<file path="config.mk">
export PLATFORM = sky130hd
export DESIGN_NAME = avmm_reg_slave
export DESIGN_NICKNAME = d
export VERILOG_FILES = /design/src/rtl/avmm_reg_slave.sv
export SDC_FILE = /design/constraint.sdc
export NUM_CORES = 1
export LEC_CHECK = 0
export BUFFER_PORTS_ARGS = -buffer_cell sky130_fd_sc_hd__buf_2
export CAP_MARGIN = 30
export CORE_MARGIN = 3
export CORE_UTILIZATION = 50
export CTS_BUF_LIST = sky130_fd_sc_hd__clkbuf_4 sky130_fd_sc_hd__clkbuf_8 sky130_fd_sc_hd__clkbuf_16
export DETAILED_ROUTE_END_ITERATION = 8
export GPL_TIMING_DRIVEN = 0
export PLACE_DENSITY = 0.73
export SYNTH_ARGS = -nofsm -noshare
export SYNTH_HDL_FRONTEND = slang
export SYNTH_SLANG_ARGS = --single-unit
</file>
<file path="constraint.sdc">
create_clock -name clk_clk -period 2.8 [get_ports clk_clk]
set_clock_uncertainty 0.2 [all_clocks]
set_input_delay 0.14 -clock clk_clk [delete_from_list [all_inputs] [get_ports clk_clk]]
set_output_delay 0.14 -clock clk_clk [all_outputs]
set_load 0.01 [all_outputs]
</file>
<file path="src/rtl/avmm_reg_slave.sv">
// Avalon-MM register slave: ID/version, eight control bytes, live status,
// edge-triggered interrupt flags with mask, scratch register and a command
// strobe that stalls the bus for CMD_BUSY cycles. Reads return in a fixed
// two-cycle pipeline.
module avmm_reg_slave #(
   parameter logic [7:0]  VERSION  = 8'h01,
   parameter int unsigned CMD_BUSY = 4
) (
   input  logic        clk_clk,
   input  logic        reset_reset,
   input  logic [7:0]  avs_s0_address,
   input  logic        avs_s0_read,
   input  logic        avs_s0_write,
   input  logic [7:0]  avs_s0_writedata,
   output logic        avs_s0_waitrequest,
   output logic [7:0]  avs_s0_readdata,
   output logic        avs_s0_readdatavalid,
   output logic [63:0] ctrl_export,
   input  logic [7:0]  status_export,
   input  logic [7:0]  event_export,
   output logic        irq,
   output logic        cmd_strobe,
   output logic [7:0]  cmd_code
);

   localparam logic [7:0] ADDR_ID      = 8'h00;
   localparam logic [7:0] ADDR_VERSION = 8'h01;
   localparam logic [7:0] ADDR_CTRL0   = 8'h02;
   localparam logic [7:0] ADDR_STATUS  = 8'h0A;
   localparam logic [7:0] ADDR_FLAGS   = 8'h0B;
   localparam logic [7:0] ADDR_MASK    = 8'h0C;
   localparam logic [7:0] ADDR_SCRATCH = 8'h0D;
   localparam logic [7:0] ADDR_CMD     = 8'h0E;
   localparam logic [7:0] ID_VALUE     = 8'h5A;
   localparam logic [3:0] BUSY_LOAD    = 4'(CMD_BUSY);

   logic [7:0] ctrl_q [8];
   logic [7:0] flags_q, flags_d, mask_q, scratch_q, status_q, hist_q;
   logic       irq_q, strobe_q;
   logic [7:0] code_q;
   logic [3:0] busy_q, busy_d;

   logic       rd_v1_q, rd_v2_q, rdv_q;
   logic [7:0] rd_d1_q, rd_d2_q, rdata_q;

   logic       wr_acc, rd_acc, ctrl_sel;
   logic [7:0] ctrl_off, rd_mux, flags_clr;
   logic [2:0] ctrl_idx;

   // Stall while in reset or while a command is being processed.
   assign avs_s0_waitrequest = reset_reset | (busy_q != 4'd0);

   // A simultaneous read and write is illegal; the write wins and the read is dropped.
   assign wr_acc = avs_s0_write & ~avs_s0_waitrequest;
   assign rd_acc = avs_s0_read & ~avs_s0_write & ~avs_s0_waitrequest;

   assign ctrl_off = avs_s0_address - ADDR_CTRL0;
   assign ctrl_idx = ctrl_off[2:0];
   assign ctrl_sel = (ctrl_off < 8'd8);

   // Read mux, interrupt flag and busy-counter next-state logic.
   always_comb begin
      // NOTE: every combinational output gets a default first so no path leaves it unassigned (no latch).
      rd_mux    = 8'h00;
      flags_clr = 8'h00;
      busy_d    = busy_q;
      if (ctrl_sel) begin
         rd_mux = ctrl_q[ctrl_idx];
      end else begin
         case (avs_s0_address)
            ADDR_ID:      rd_mux = ID_VALUE;
            ADDR_VERSION: rd_mux = VERSION;
            ADDR_STATUS:  rd_mux = status_q;
            ADDR_FLAGS:   rd_mux = flags_q;
            ADDR_MASK:    rd_mux = mask_q;
            ADDR_SCRATCH: rd_mux = scratch_q;
            default:      rd_mux = 8'h00;
         endcase
      end
      if (wr_acc && avs_s0_address == ADDR_FLAGS) flags_clr = avs_s0_writedata;
      // A new rising edge overrides a simultaneous write-1-to-clear.
      flags_d = (flags_q & ~flags_clr) | (event_export & ~hist_q);
      if (busy_q != 4'd0) busy_d = busy_q - 4'd1;
      if (wr_acc && avs_s0_address == ADDR_CMD) busy_d = BUSY_LOAD;
   end

   // Register file, interrupt logic and command strobe.
   always_ff @(posedge clk_clk) begin
      // NOTE: sequential state uses non-blocking assignments so every register samples pre-edge values.
      if (reset_reset) begin
         // NOTE: the control bytes are architectural registers with a defined reset value, so the array is reset.
         for (int i = 0; i < 8; i++) ctrl_q[i] <= 8'h00;
         flags_q   <= 8'h00;
         mask_q    <= 8'h00;
         scratch_q <= 8'h00;
         status_q  <= 8'h00;
         hist_q    <= 8'hFF;
         irq_q     <= 1'b0;
         strobe_q  <= 1'b0;
         code_q    <= 8'h00;
         busy_q    <= 4'd0;
      end else begin
         if (wr_acc && ctrl_sel) ctrl_q[ctrl_idx] <= avs_s0_writedata;
         if (wr_acc && avs_s0_address == ADDR_MASK) mask_q <= avs_s0_writedata;
         if (wr_acc && avs_s0_address == ADDR_SCRATCH) scratch_q <= avs_s0_writedata;
         strobe_q <= wr_acc && (avs_s0_address == ADDR_CMD);
         if (wr_acc && avs_s0_address == ADDR_CMD) code_q <= avs_s0_writedata;
         flags_q  <= flags_d;
         status_q <= status_export;
         hist_q   <= event_export;
         irq_q    <= |(flags_q & mask_q);
         busy_q   <= busy_d;
      end
   end

   // Two-stage read return pipeline; data is captured at acceptance.
   always_ff @(posedge clk_clk) begin
      if (reset_reset) begin
         rd_v1_q <= 1'b0;
         rd_v2_q <= 1'b0;
         rdv_q   <= 1'b0;
         rd_d1_q <= 8'h00;
         rd_d2_q <= 8'h00;
         rdata_q <= 8'h00;
      end else begin
         rd_v1_q <= rd_acc;
         rd_d1_q <= rd_mux;
         rd_v2_q <= rd_v1_q;
         rd_d2_q <= rd_d1_q;
         rdv_q   <= rd_v2_q;
         rdata_q <= rd_d2_q;
      end
   end

   // CTRL0 occupies the least significant byte of the export bus.
   always_comb begin
      for (int i = 0; i < 8; i++) ctrl_export[i*8 +: 8] = ctrl_q[i];
   end

   assign avs_s0_readdata      = rdata_q;
   assign avs_s0_readdatavalid = rdv_q;
   assign irq                  = irq_q;
   assign cmd_strobe           = strobe_q;
   assign cmd_code             = code_q;

endmodule

</file>
# ---- Word level (Yosys, flattened, before mapping)
# Memory sizes are Yosys's and may differ from the RTL's.
# Index checks and enable logic that the tools add are counted.
dict set report word_totals {
  memories 1
  output_inout_bits 84
  elab_cells 62
  ff_bits 81
  in_bits 36
  ram_bits 64
}
dict set report classes {
  n_reduce_logical 11
  n_bitwise 12
  add_sub_neg 2
  muxes 13
  n_lt_le_gt_ge 1
  n_eq_ne 6
}
# name words word_bits read_ports rd_clocked_by_memory_dff wr line
set memory_table {}
lappend memory_table {ctrl_q 8 8 9 0 8 37} ;# logic [7:0] ctrl_q [8];
# operator count
set ops {}
lappend ops {{$pmux 8 s6} 1}
lappend ops {{$eq 8x4->1 const B} 5}
lappend ops {{$and 8x8->8} 3}
lappend ops {{$mux 8} 3}
lappend ops {{$not 8->8} 2}
lappend ops {{$reduce_or 8->1} 2}
lappend ops {{$mux 3} 3}
lappend ops {{$eq 8x1->1 const B} 1}
lappend ops {{$logic_not 8->1} 1}
lappend ops {{$lt 8x4->1 const B} 1}
lappend ops {{$or 8x8->8} 1}
lappend ops {{$sub 8x2->8 const B} 1}
lappend ops {{$mux 1} 6}
lappend ops {{$logic_and 1x1->1} 5}
lappend ops {{$reduce_bool 4->1} 1}
lappend ops {{$sub 4x1->4 const B} 1}
lappend ops {{$and 1x1->1} 3}
lappend ops {{$not 1->1} 2}
lappend ops {{$reduce_bool 2->1} 1}
lappend ops {{$reduce_or 2->1} 1}
lappend ops {{$or 1x1->1} 1}

# ---- Longest topological paths before layout
# Gate-level depths: netlist of run 1.
dict set report depth {
  word_depth 10
  depth_mapped 9
  ltp_nobuf 6
}

# ---- Least setup slack after synthesis of run 1
# No wires, ideal clock.
dict set report synth_path {
  path_type {input to register}
  start {input avs_s0_address[1]}
  end {register rd_d1_q[0]}
  cell_stages 9
  required_time_ns 2.475
  path_slack_ns 0.384
  n_path_buf 4
  setup_ns 0.125
  t_arrival_ns 2.091
  cell_sequence {buf_2 -> buf_2 -> inv_1 -> ha_1 -> clkbuf_1 -> clkbuf_1 -> mux4_2 -> mux2i_1 -> o22ai_1}
}
dict set report synth_via {
  elab_chain_cells 3
  word_cells_on_any_way 11
  cone_classes {add/sub: 1; order compare: 1; eq/ne: 5; mux: 2; reduce/logical: 1; memory: 1}
}
# element line
set synth_rtl {}
lappend synth_rtl {{from (decl)} 11} ;# input logic [7:0] avs_s0_address,
lappend synth_rtl {{$sub 8x2->8 (tied with other cells)} 57} ;# assign ctrl_off = avs_s0_address - ADDR_CTRL0;
lappend synth_rtl {{$lt 8x4->1 (tied with other cells)} 59} ;# assign ctrl_sel = (ctrl_off < 8'd8);
lappend synth_rtl {{$mux 8 (*)} 67} ;# if (ctrl_sel) begin
lappend synth_rtl {{to (signal assigned)} 127} ;# rd_d1_q <= rd_mux;
lappend synth_rtl {{to (decl)} 44} ;# logic [7:0] rd_d1_q, rd_d2_q, rdata_q;
# Mark *: on every way between the ends. The rest lies on a longest branch, timed or not.
# A chain may end at the register's enable or synchronous reset.

==> out/results.txt, run 1 <==
Outcome: completed
Largest register by flop count: ctrl_q
First-pass GRT wire length: 26410 µm
Worst-margin pin slew: 750.3 ps
Final HPWL DP: 12090 µm
Final WL: 17400 µm
R2r setup slk: 170 ps
Syn Std Cell Area: 6151 µm²
Synth cell types: 47
Vias in the first global route: 4736
Crit path capture type: flip-flop
H-tree Lvls: 4
Largest net degree at the start of global routing: 17
Dpl cell area: 6925 µm²
P per Cell Area: 669.4 nW/µm²
Minimum clock period: 2687 ps
Max reg flops: 64
CTS tree: yes
Max-slew violations: 0
Setup-violating endpoint count in the final report: 0
CP max FO: 10
Setup Total Neg Slack: 0 ps
# nets final: 737
Final instance area: 7908 µm²
Hold Crit Class: primary input to flip-flop
Share of the synthesized area in the top cell type: 31.24%
Clk_lat worst skew: 420 ps
Synth async-reset ratio: 0%
Syn_area_per_cell: 11.69 µm²
Clock Sink Count: 145
Share of cells above drive strength 1: 30.51%
Clk root buf: clkbuf_16
Initial Utilization: 52.52%
Final Hold Fails: 0
Antenna diode count: 0
Num CTS Buffers: 17
Buffers on Ports: 119
Die Area: 13670 µm²
RR Startpoint: busy_q[0]
Core area: 11710 µm²
Critical Path Start: avs_s0_address[1]
Syn_nets: 568
VDD IR max: 545.9 µV
DRC viols: 0
Fmax: 372.2 MHz
Relative slew margins: 49.98%
DR iter-0 viols: 518
Leakage: 0.003248 µW
Crit start category: primary input
# Max-Cap Violations: 0
Final period utilization: 95.96%
Number of flops mapped to enable cells by yosys: 64
Critical path data required time: 2740 ps
Initial antenna violation count: 0
Yosys warns: 0
Die Y: 116.9 µm
RSZ-0062 raised after global routing: yes
Worst-path clk slew: 60 ps
# fillers: 898
Area grow syn2layout: 28.56%
Setup ws final: 113.0 ps
Total track usage: 26.36%
Die W: 116.9 µm
IO Pins: 120
Critical path type: primary input to flip-flop
Sequential share of the synthesized area: 57.61%
Overflow after GRT: 0
Mapped Cells: 526
Reg area: 3543 µm²
Hold path startpoint: avs_s0_address[7]
Ranking of synthesized cells by area: edfxtp_1 (31%), dfxtp_1 (26%), and2_1 (6.5%)
Post-DRT Antenna Nets: 0
Footprint of the multi-input gates: 2507 µm²
Number of synthesized register bits: 145
Routed len/inst: 20.45 µm
Dominant synthesized flop cell: dfxtp_1
Most common cell in the netlist: dfxtp_1
WHS: 51.24 ps
Drt pass-1 iters: 5
Final Wtd Congestion: 0.9045
Vias: 4922
Clock Path Buffers: 2
Vias/cell: 5.784
Final Util: 67.52%
Cell row count: 39
Yosys top cell by area: edfxtp_1
CP Data Arrival Time: 2630 ps
Place WS: -661.9 ps
Post-synth top cells: dfxtp_1 (81), and2_1 (64), edfxtp_1 (64)
-- metrics by stage --
step	std cells	power (µW)
3_5_place_dp	788	2923
6_report	851	5293
2_1_floorplan	526	2717
5_1_grt	851	5456
4_1_cts	849	5256
3_3_place_gp	788	2898
-- critical path, cell delays in order --
cell     delay, ps
buf_2          150
buf_2          300
buf_2          300
inv_1          120
ha_1           250
and3b_1        200
a31oi_4        540
nor3_4         180
or2_2          440
-- logic make-up after synthesis --
family	Yosys count	synth area share, %
compound gates	86	9.012
xor+xnor	1	0.1424
fa+ha+maj	6	1.220
buf+inv	43	2.848
flops	145	57.61
mux	31	8.299
simple gates	214	20.87
-- cell usage in the layout, fill, tap and decap left out, drive strengths merged, types with 6 or more instances in the layout --
cell and n:
dfxtp 81, mux2i 15, edfxtp 64, o22ai 8, mux4 16, and2 64
nand3 30, inv 6, dlygate4sd3 26, a311oi 9, nand2b 8, ha 6
o21ai 28, nor2b 34, a21oi 23, or2 19, nor3 13, clkbuf 44
clkinv 7, nor2 6, buf 138, nand2 22
-- path summary, 6_finish.rpt --
kind,end,cells past startpoint
setup / recovery,ctrl_q[4][7],9
setup reg to reg,flags_q[0],8
hold / removal,scratch_q[3],5
hold reg to reg,rd_d2_q[0],1
-- routing by layer --
metal	global-route usage [%]	share of wire (%)
met1	37.08	43
met2	41.33	47
met3	5.861	8.8
met4	7.722	1.9
met5	0	0
-- what timing repair did --
item,in CTS,in global routing
hold buffers,26,0
gates cloned,0,0
gates resized for setup,9,5
buffers inserted,3,3
hold endpoints to repair,33,0
endpoints found under the setup margin,70,80
pin swaps,2,1
-- power by group --
| group | switching [µW] | leakage (µW) | total, µW | internal [µW] |
|---|---|---|---|---|
| Combinational | 356 | 0.00162 | 633 | 277 |
| Sequential | 59.0 | 0.00132 | 2340 | 2280 |
| Clock | 858 | 0.000303 | 2320 | 1460 |
-- area by class of cell --
type | count | share of cell area (%)
buffer | 36 | 1.899
clock buffer | 21 | 5.918
clock inverter | 11 | 1.725
inverter | 6 | 0.2848
multi-input combinational | 338 | 31.71
sequential | 145 | 44.81
tap | 143 | 2.263
timing repair buffer | 151 | 11.39
Power figures use the tool's default switching activity.
==> run 2, diff against run 1 <==
==> constraint.sdc (replaced) <==
create_clock -name clk_clk -period 2.7 [get_ports clk_clk]
set_clock_uncertainty 0.2 [all_clocks]
set_input_delay 0.135 -clock clk_clk [delete_from_list [all_inputs] [get_ports clk_clk]]
set_output_delay 0.135 -clock clk_clk [all_outputs]
set_load 0.01 [all_outputs]
==> run 2 against run 1 <==
Total power grew 4.1%. Sequential power grew 4%. Via count about the same. Final cell count rose by 1.1%. Critical endpoint is now ctrl_q[2][7]. Largest cell class unchanged. Largest power group unchanged.
==> out/results.txt, run 2 (synthesized netlist as in run 1, its figures left out) <==
Dpl cell area: 6925 µm² (unchanged)
H-tree Lvls: 4 (unchanged)
Routed len/inst: 20.22 µm (was 20.45 µm)
Hold Crit Class: primary input to flip-flop (unchanged)
Worst hold path depth: 5 (unchanged)
Grt met2 use: 41.41% (was 41.33%)
Place WS: -756.9 ps (was -661.9 ps)
M1 GR Usage: 37.05% (was 37.08%)
Critical path type: primary input to flip-flop (unchanged)
Initial Utilization: 52.52% (unchanged)
Crit start category: primary input (unchanged)
Critical Path Max Stage Delay: 480 ps (was 540 ps)
Setup-violating endpoint count in the final report: 0 (unchanged)
First-pass GRT wire length: 26390 µm (was 26410 µm)
IO Pins: 120 (unchanged)
DRC viols: 0 (unchanged)
Area grow syn2layout: 30.19% (was 28.56%)
Clk_lat worst skew: 420 ps (about the same)
Cell row count: 39 (unchanged)
VDD IR max: 561.8 µV (was 545.9 µV)
Largest register by flop count: ctrl_q (unchanged)
Max reg flops: 64 (unchanged)
Overflow after GRT: 0 (unchanged)
Delay-heaviest family, CP: buffers and inverters (unchanged)
Crit path capture type: flip-flop (unchanged)
Share of cells above drive strength 1: 31.66% (was 30.51%)
Worst-path clk slew: 60 ps (about the same)
R2r setup slk: 190 ps (was 170 ps)
# Max-Cap Violations: 0 (unchanged)
Final WL: 17390 µm (was 17400 µm)
P per Cell Area: 688.0 nW/µm² (was 669.4 nW/µm²)
CP max FO: 10 (unchanged)
Buffers on Ports: 119 (unchanged)
Cell repeated most along the worst path: buf_2 (unchanged)
Vias/cell: 5.726 (was 5.784)
Critical Path Start: avs_s0_address[1] (unchanged)
Most frequent cells in the layout: buf_2 (129), dfxtp_1 (81), and2_1 (64), edfxtp_1 (64), nor2b_1 (34) (unchanged)
Outcome: completed (unchanged)
Worst-margin pin slew: 745.9 ps (was 750.3 ps)
Max-slew violations: 0 (unchanged)
Final period utilization: 95.62%
Die W: 116.9 µm (unchanged)
GR peak layer: met2 (unchanged)
Clock Path Buffers: 2 (unchanged)
Vias in the first global route: 4730 (was 4736)
Most common library cell in the layout ignoring fill and taps: buf_2 (unchanged)
Initial antenna violation count: 0 (unchanged)
Critical path data required time: 2640 ps (was 2740 ps)
Leakage: 0.003307 µW (was 0.003248 µW)
Worst path slowest cell: a31oi_4 (unchanged)
Final HPWL DP: 12090 µm (unchanged)
Levels on crit path: 9 (unchanged)
Worst-path cell chain: buf_2 -> buf_2 -> buf_2 -> inv_1 -> ha_1 -> and3b_1 -> a31oi_4 -> nor3_4 -> or2_2 (unchanged)
CP Data Arrival Time: 2520 ps (was 2630 ps)
Minimum clock period: 2582 ps
CP Capture Point: ctrl_q[2][7] (was ctrl_q[4][7])
CTS tree: yes (unchanged)
Fmax: 387.3 MHz
Clk root buf: clkbuf_16 (unchanged)
Post-DRT Antenna Nets: 0 (unchanged)
CP bufs+invs: 4 (unchanged)
Final instance area: 8008 µm² (was 7908 µm²)
Core area: 11710 µm² (unchanged)
RR Startpoint: busy_q[0] (unchanged)
Final Wtd Congestion: 0.9045 (unchanged)
Die Area: 13670 µm² (unchanged)
Antenna diode count: 0 (unchanged)
GR Util met3: 6.015% (was 5.861%)
Largest net degree at the start of global routing: 17 (unchanged)
RSZ-0062 raised after global routing: no (was yes)
Total track usage: 26.35% (was 26.36%)
Worst R2R Path Depth: 8 (unchanged)
WHS: 56.29 ps (was 51.24 ps)
R2r endpoint: flags_q[0] (unchanged)
Final Hold Fails: 0 (unchanged)
Clock Sink Count: 145 (unchanged)
DR iter-0 viols: 491 (was 518)
Setup ws final: 118.3 ps (was 113.0 ps)
Relative slew margins: 50.28% (was 49.98%)
Num CTS Buffers: 17 (unchanged)
Die Y: 116.9 µm (unchanged)
# nets final: 746 (was 737)
Drt pass-1 iters: 4 (was 5)
Vias: 4924 (was 4922)
## run 2: report_power, final
group | switching, µW | leakage [µW] | internal (µW) | total [µW]
combinational | 375 | 0.00168 | 310 | 686
sequential | 61.6 | 0.00132 | 2370 | 2430
clock | 881 | 0.000303 | 1510 | 2390
## run 2: final cells by class
class	count	area [µm²]
Sequential cell	145	3543
Fill cell	868	3704
Inverter	6	22.52
Clock buffer	21	467.9
Tap cell	143	178.9
Clock inverter	11	136.4
Timing Repair Buffer	160	980.9
Buffer	36	151.4
Multi-Input combinational cell	338	2526
## run 2: stage by stage
stage	power, µW	util [%]	setup TNS, ps	cells
finish	5509	68.38	0	860
global route	5688	68.38	0	860
CTS	5458	67.32	0	850
detailed placement	3031	59.13	-45260	788
global placement	3005	59.13	-40170	788
floorplan	2817	-	0	526
## run 2: worst min-delay path, stage by stage
cell	delay [ps]
buf_2	90
or4_4	170
nor2_2	90
nand3_1	90
a21oi_1	60
## run 2: worst min path at each step
| stage | startpoint | end | slack [ps] |
|---|---|---|---|
| 2_1_floorplan | avs_s0_write | rd_v1_q | 10 |
| 3_3_place_gp | event_export[1] | hist_q[1] | 140 |
| 3_5_place_dp | event_export[0] | hist_q[0] | 140 |
| 4_1_cts | avs_s0_address[7] | scratch_q[3] | 30 |
| 5_1_grt | avs_s0_address[7] | mask_q[0] | 80 |
| 6_report | avs_s0_address[7] | scratch_q[3] | 60 |
## run 2: routing by layer
| layer | part of all wire [%] | vias to the layer above |
|---|---|---|
| met4 | 1.4 | 0 |
| met5 | 0 | - |
| li1 | - | 2260 |
| met3 | 8.2 | 19 |
| met2 | 48 | 231 |
| met1 | 43 | 2414 |
## run 2: repair_timing
action	in CTS	in global routing
hold buffers	26	0
pin swaps	3	3
setup endpoints to repair	78	82
hold endpoints to repair	33	0
gates resized for setup	12	8
buffers inserted	5	10
